`config.mk`:
```
export PLATFORM = sky130hd
export DESIGN_NAME = imem_program_loader
export DESIGN_NICKNAME = d
export VERILOG_FILES = /design/src/rtl/imem_program_loader.sv
export SDC_FILE = /design/constraint.sdc
export NUM_CORES = 1
export LEC_CHECK = 0
export CELL_PAD_IN_SITES_DETAIL_PLACEMENT = 0
export CELL_PAD_IN_SITES_GLOBAL_PLACEMENT = 1
export CORE_UTILIZATION = 39
export CTS_BUF_LIST = sky130_fd_sc_hd__clkbuf_8
export DETAILED_ROUTE_END_ITERATION = 12
export GPL_TIMING_DRIVEN = 1
export PLACE_DENSITY = 0.95
export SLEW_MARGIN = 30
export SYNTH_ARGS = -nofsm -noshare
export SYNTH_HDL_FRONTEND = slang
export SYNTH_SLANG_ARGS = --single-unit
```
`constraint.sdc`:
```
create_clock -name clk -period 6.55 [get_ports clk]
set_clock_uncertainty 0.05 [all_clocks]
set_input_delay 0.655 -clock clk [delete_from_list [all_inputs] [get_ports clk]]
set_output_delay 0.655 -clock clk [all_outputs]
set_load 0.03 [all_outputs]
```
`src/rtl/imem_program_loader.sv`:
```
// Boot-time instruction memory loader: streams words into imem from a base PC, then releases the core.
// Optional LOADER_CHECKSUM_EN adds expected_sum/sum_err and gates core_run on a matching word sum.
module imem_program_loader #(
    parameter int ADDR_W = 32,
    parameter int DATA_W = 32,
    parameter int CNT_W  = 16
) (
    input  logic              clk,
    input  logic              rst,
    input  logic              load_start,
    input  logic [ADDR_W-1:0] base_addr,
    input  logic [CNT_W-1:0]  word_count,
    input  logic [DATA_W-1:0] in_data,
    input  logic              in_valid,
`ifdef LOADER_CHECKSUM_EN
    input  logic [DATA_W-1:0] expected_sum,
    output logic              sum_err,
`endif
    output logic              in_ready,
    output logic              imem_we,
    output logic [ADDR_W-1:0] imem_addr,
    output logic [DATA_W-1:0] imem_wdata,
    output logic              busy,
    output logic              done,
    output logic              core_run,
    output logic [ADDR_W-1:0] core_pc
);

    typedef enum logic [1:0] {S_IDLE, S_LOAD, S_DONE} state_t;

    state_t            state_q, state_d;
    logic [ADDR_W-1:0] base_q, base_d;
    logic [ADDR_W-1:0] addr_q, addr_d;
    logic [CNT_W-1:0]  remain_q, remain_d;
    logic              in_ready_q, in_ready_d;
    logic              we_q, we_d;
    logic [ADDR_W-1:0] waddr_q, waddr_d;
    logic [DATA_W-1:0] wdata_q, wdata_d;
    logic              xfer;
    logic [ADDR_W-1:0] base_aligned;
`ifdef LOADER_CHECKSUM_EN
    logic [DATA_W-1:0] sum_q, sum_d;
    logic [DATA_W-1:0] exp_q, exp_d;
    logic              sum_err_q, sum_err_d;
    logic [DATA_W-1:0] sum_next;
`endif

    assign xfer         = in_valid && in_ready_q;
    assign base_aligned = {base_addr[ADDR_W-1:2], 2'b00};
`ifdef LOADER_CHECKSUM_EN
    assign sum_next     = sum_q + in_data;
`endif

    always_comb begin
        state_d    = state_q;
        base_d     = base_q;
        addr_d     = addr_q;
        remain_d   = remain_q;
        in_ready_d = in_ready_q;
        we_d       = 1'b0;
        waddr_d    = waddr_q;
        wdata_d    = wdata_q;
`ifdef LOADER_CHECKSUM_EN
        sum_d      = sum_q;
        exp_d      = exp_q;
        sum_err_d  = sum_err_q;
`endif
        case (state_q)
            S_IDLE, S_DONE: begin
                if (load_start) begin
                    base_d   = base_aligned;
                    addr_d   = base_aligned;
                    remain_d = word_count;
`ifdef LOADER_CHECKSUM_EN
                    sum_d     = '0;
                    exp_d     = expected_sum;
                    sum_err_d = 1'b0;
`endif
                    if (word_count == '0) begin
                        state_d    = S_DONE;
                        in_ready_d = 1'b0;
`ifdef LOADER_CHECKSUM_EN
                        sum_err_d  = (expected_sum != '0);
`endif
                    end else begin
                        state_d    = S_LOAD;
                        in_ready_d = 1'b1;
                    end
                end
            end
            S_LOAD: begin
                if (xfer) begin
                    we_d     = 1'b1;
                    waddr_d  = addr_q;
                    wdata_d  = in_data;
                    addr_d   = addr_q + ADDR_W'(4);
                    remain_d = remain_q - CNT_W'(1);
`ifdef LOADER_CHECKSUM_EN
                    sum_d    = sum_next;
`endif
                    // Last word: stop accepting now; its write lands in the first DONE cycle.
                    if (remain_q == CNT_W'(1)) begin
                        state_d    = S_DONE;
                        in_ready_d = 1'b0;
`ifdef LOADER_CHECKSUM_EN
                        sum_err_d  = (sum_next != exp_q);
`endif
                    end
                end
            end
            default: begin
                state_d    = S_IDLE;
                in_ready_d = 1'b0;
            end
        endcase
    end

    always_ff @(posedge clk or posedge rst) begin
        if (rst) begin
            state_q    <= S_IDLE;
            base_q     <= '0;
            addr_q     <= '0;
            remain_q   <= '0;
            in_ready_q <= 1'b0;
            we_q       <= 1'b0;
            waddr_q    <= '0;
            wdata_q    <= '0;
`ifdef LOADER_CHECKSUM_EN
            sum_q      <= '0;
            exp_q      <= '0;
            sum_err_q  <= 1'b0;
`endif
        end else begin
            state_q    <= state_d;
            base_q     <= base_d;
            addr_q     <= addr_d;
            remain_q   <= remain_d;
            in_ready_q <= in_ready_d;
            we_q       <= we_d;
            waddr_q    <= waddr_d;
            wdata_q    <= wdata_d;
`ifdef LOADER_CHECKSUM_EN
            sum_q      <= sum_d;
            exp_q      <= exp_d;
            sum_err_q  <= sum_err_d;
`endif
        end
    end

    assign in_ready   = in_ready_q;
    assign imem_we    = we_q;
    assign imem_addr  = waddr_q;
    assign imem_wdata = wdata_q;
    assign busy       = (state_q == S_LOAD);
    assign done       = (state_q == S_DONE);
    assign core_pc    = base_q;
`ifdef LOADER_CHECKSUM_EN
    assign sum_err    = sum_err_q;
    assign core_run   = (state_q == S_DONE) && !sum_err_q;
`else
    assign core_run   = (state_q == S_DONE);
`endif

endmodule

```
After elaboration in Yosys (flattened, before gate mapping)

Cells that the tools add are included.
W data, S select, Z words.

Bits in registers: 146
Input bits: 84
Output and inout port bits: 101

Add/sub/neg operators: 2
Equal/unequal tests: 6
Muxes and demuxes: 18
Reduce and logical (&&, ||, !) cells: 9

Operators with widths:

| operator                | count |
|---|---|
| $mux W32                | 2 |
| $pmux W32 S2            | 1 |
| $add A32 B3 Y32 const B | 1 |
| $mux W16                | 2 |
| $pmux W16 S2            | 1 |
| $eq A16 B1 Y1 const B   | 1 |
| $logic_not A16 Y1       | 1 |
| $sub A16 B1 Y16 const B | 1 |
| $mux W2                 | 4 |
| $mux W1                 | 6 |
| $reduce_and A3 Y1       | 2 |
| $ne A2 B1 Y1 const B    | 2 |
| $pmux W2 S2             | 1 |
| $reduce_and A2 Y1       | 2 |
| $eq A2 B1 Y1 const B    | 1 |
| $eq A2 B2 Y1 const B    | 1 |
| $logic_not A2 Y1        | 1 |
| $ne A2 B2 Y1 const B    | 1 |
| $pmux W1 S2             | 1 |
| $reduce_bool A2 Y1      | 1 |
| $reduce_or A2 Y1        | 1 |
| $logic_and A1 B1 Y1     | 1 |

Logic depth before layout (Yosys ltp)

Depth in word-level cells: 4
Gate-level depth with buffers: 8

Worst setup path after synthesis

No wires, ideal clock.

Path type: register to output
From: reg state_q[1]
To: out busy
Arrival time: 1.554 ns
Data required time: 5.845 ns
Setup slack: 4.291 ns
Stages on the path, launching flop included: 6
Buffers on the path: 3
Cell sequence: dfrtp_1 nand2b_1 clkbuf_1 inv_1 clkbuf_1 buf_1

Longest elaborated chain between the ends: 1

RTL lines:

| item                     | line | source |
|---|---|---|
| start: declaration       | 31   | `state_t state_q, state_d;` |
| start signal: assignment | 134  | `state_q <= state_d;` |
| $eq A2 B1 Y1             | 154  | `assign busy = (state_q == S_LOAD);` |
| end: declaration         | 23   | `output logic busy,` |

Every way passes these cells.

Worst setup path in the final report

From: reg state_q[0]
To: out busy

The elaborated chain is that of the path after synthesis.

==> results.json <==
{
  "met3_length_um": 1400,
  "drcViolationCount": 0,
  "wl_met1_um": 8290,
  "diodes": 0,
  "fin_crit_ns": 2.87,
  "via_per_inst": 5.25,
  "hold_buffers": 0,
  "grtUsageTotal_pct": 22.0,
  "fmax_ghz": 0.348,
  "fill_cells": 1542,
  "cp-start-kind": "register",
  "rr_endpoint": "addr_q[16]$_DFFE_PP0P_",
  "reg2reg_from": "state_q[0]$_DFFE_PP0P_",
  "cts_root_buf": "clkbuf_8",
  "grt_max_degree": 84,
  "drive_above_1_share_pct": 5.57,
  "core_um2": 16500,
  "cp_max_fo": 37,
  "fin_crit_sh_pct": 43.9,
  "timing.reg2reg.setup_slack_ns": 3.81,
  "area_growth_pct": 36.2,
  "timing.setup.tns_ns": 0,
  "multiInputGateArea_um2": 2810,
  "cp-end-kind": "output port",
  "rsz0062_at_grt": "no",
  "final_cell_mix": "nand2_1 (299), clkdlybuf4s50_1 (178), dfrtp_1 (142)",
  "grt_pass1_vias": 5631,
  "ys_types": 58,
  "path_clk_slew_ns": 0.08,
  "hold_ws_ns": 0.425,
  "wl_met2_um": 8420,
  "synth-seq-cells": 142,
  "maxCapViolCount": 0,
  "setup_ws_ns": 3.68,
  "tightestPinTransition_ns": 0.945,
  "ios": 185,
  "drv_slew": 0,
  "drt.antenna.violating_nets": 0,
  "fin_total_pwr_w": 0.00397,
  "nets": 1008,
  "first_pass_iters": 5,
  "hold_viol": 0,
  "syn_inst": 765,
  "hold_depth": 2,
  "vias": 6058,
  "antenna_found_initial": 0,
  "status": "finished, final reports clean",
  "hold_end": "imem_addr[13]$_DFFE_PP0P_",
  "async_flop_share_pct": 100,
  "maxSlewHeadroom_pct": 36.4,
  "min_from": "imem_addr[13]$_DFFE_PP0P_",
  "maxUsedRoutingLayer": "met4",
  "regArea_um2": 3550,
  "grt-ovfl-total": 0,
  "grt_pass1_wl_um": 30300,
  "ctsResizeCount": 0,
  "num_rows": 47,
  "ir_worst_vdd_v": 0.000177,
  "leakage_nw": 4.06,
  "cts_tree": "built",
  "arrival_ns": 2.17,
  "htree_levels": 4,
  "place_ws_ns": 3.18,
  "path_class": "register to output port",
  "power_density_nw_per_um2": 443,
  "drt_iter0_drc": 436,
  "die_h_um": 132,
  "synth.avg_cell_area_um2": 8.60,
  "port_buffers": 178,
  "dp.cells": 1122,
  "cts_buffers": 17,
  "drt_wl_total_um": 18400,
  "place_congestion": 0.827,
  "finalSetupViolations": 0,
  "die_w_um": 132,
  "cts_max_path_buffers": 2,
  "cts_setup_buffers": 0,
  "synth_edf_count": 0,
  "crit_required_ns": 5.84,
  "final_common_cell": "nand2_1",
  "synth_seq_area_share_pct": 54.0,
  "die_area_um2": 17400,
  "synthFlopType": "dfrtp_1",
  "cts_sinks": 142,
  "stdcell_count": 1154,
  "ys_warn_count": 0,
  "initial_utilization_pct": 39.8,
  "synthesis.area_um2": 6580,
  "holdCritPathClass": "register to register",
  "insertion_delay_ns": 0.46,
  "rr_worst_depth": 7,
  "wire_per_inst_um": 15.9,
  "place_hpwl_um": 12300
}
critical path, stage by stage, from the launching register on:
cell             delay [ns]
dfrtp_1                0.50
nand2b_1               0.12
buf_4                  0.37
inv_1                  0.11
clkdlybuf4s50_1        0.61
report_power, final:
group	switching [W]	internal [W]	leakage, nW	total, W
sequential	0.000257	0.00121	1.72	0.00146
combinational	0.00104	0.000679	2.12	0.00172
clock	0.000370	0.000422	0.221	0.000792
total	0.00167	0.00231	4.06	0.00397
area by class of cell:
type                            count  share of cell area [%]
Inverter                            9                   0.433
Sequential cell                   142                    39.6
Clock inverter                     15                    2.36
Clock buffer                       17                    2.61
Timing Repair Buffer              186                    20.5
Tap cell                          220                    3.07
Multi-Input combinational cell    565                    31.4
metal layers:
metal | GRT usage, % | vias up
met2 | 33.6 | 199
met5 | 0 | -
met1 | 30.7 | 2895
met3 | 5.46 | 23
met4 | 6.91 | 0
li1 | - | 2941
synth_stat cells, types with 4 or more instances:
cell type    n  area share (%)
o311ai_0     6            0.80
nand4b_1     5            0.67
inv_1        9            0.51
or4_1        7            0.80
buf_1        7            0.40
a31oi_1      5            0.48
dfrtp_1    142              54
a22oi_1      9             1.0
clkbuf_1    38             2.2
o22ai_1      9            0.86
nor3_1      12            0.91
nor2_1      33             1.9
buf_4        5            0.57
or3_1        5            0.48
a211oi_1     5            0.57
nand4_1      8            0.76
a21oi_1     29             2.2
nand2_1    299              17
and4_1       4            0.53
and3_1       5            0.48
o21ai_0     22             1.7
nand3_1     21             1.6
o211ai_1     9             1.0
nor4_1      15             1.4
worst max path at each step:
stage | start | cells after the start | end | slack, ns
floorplan | rst | 1 | addr_q[10]$_DFFE_PP0P_ | 2.04
global placement | in_valid | 8 | addr_q[16]$_DFFE_PP0P_ | 3.22
detailed placement | in_valid | 8 | addr_q[16]$_DFFE_PP0P_ | 3.18
CTS | state_q[0]$_DFFE_PP0P_ | 4 | busy | 3.67
global route | in_valid | 8 | addr_q[16]$_DFFE_PP0P_ | 3.52
finish | state_q[0]$_DFFE_PP0P_ | 4 | busy | 3.68
registers in the layout, indices dropped and copies added, names as in the netlist:
register	count
imem_we	1
imem_wdata	32
state_q	2
remain_q	16
in_ready	1
core_pc	30
addr_q	30
imem_addr	30
kinds of logic after synthesis:
kind of cell	after synthesis	synth area share [%]
buffers and inverters	61	3.80
AO/OA/AOI/OAI	124	12.6
AND/OR/NAND/NOR	432	28.7
flip-flops	142	54.0
other	1	0.0570
adder cells (fa/ha/maj)	3	0.570
multiplexers	2	0.304
through the flow:
step / area (µm²) / util [%]
3_5_place_dp: 8520 / 51.5
3_3_place_gp: 8510 / 51.5
4_1_cts: 8960 / 54.2
5_1_grt: 8970 / 54.3
6_report: 8970 / 54.3
2_1_floorplan: 6590 / -
(Power assumes the default switching activity.)
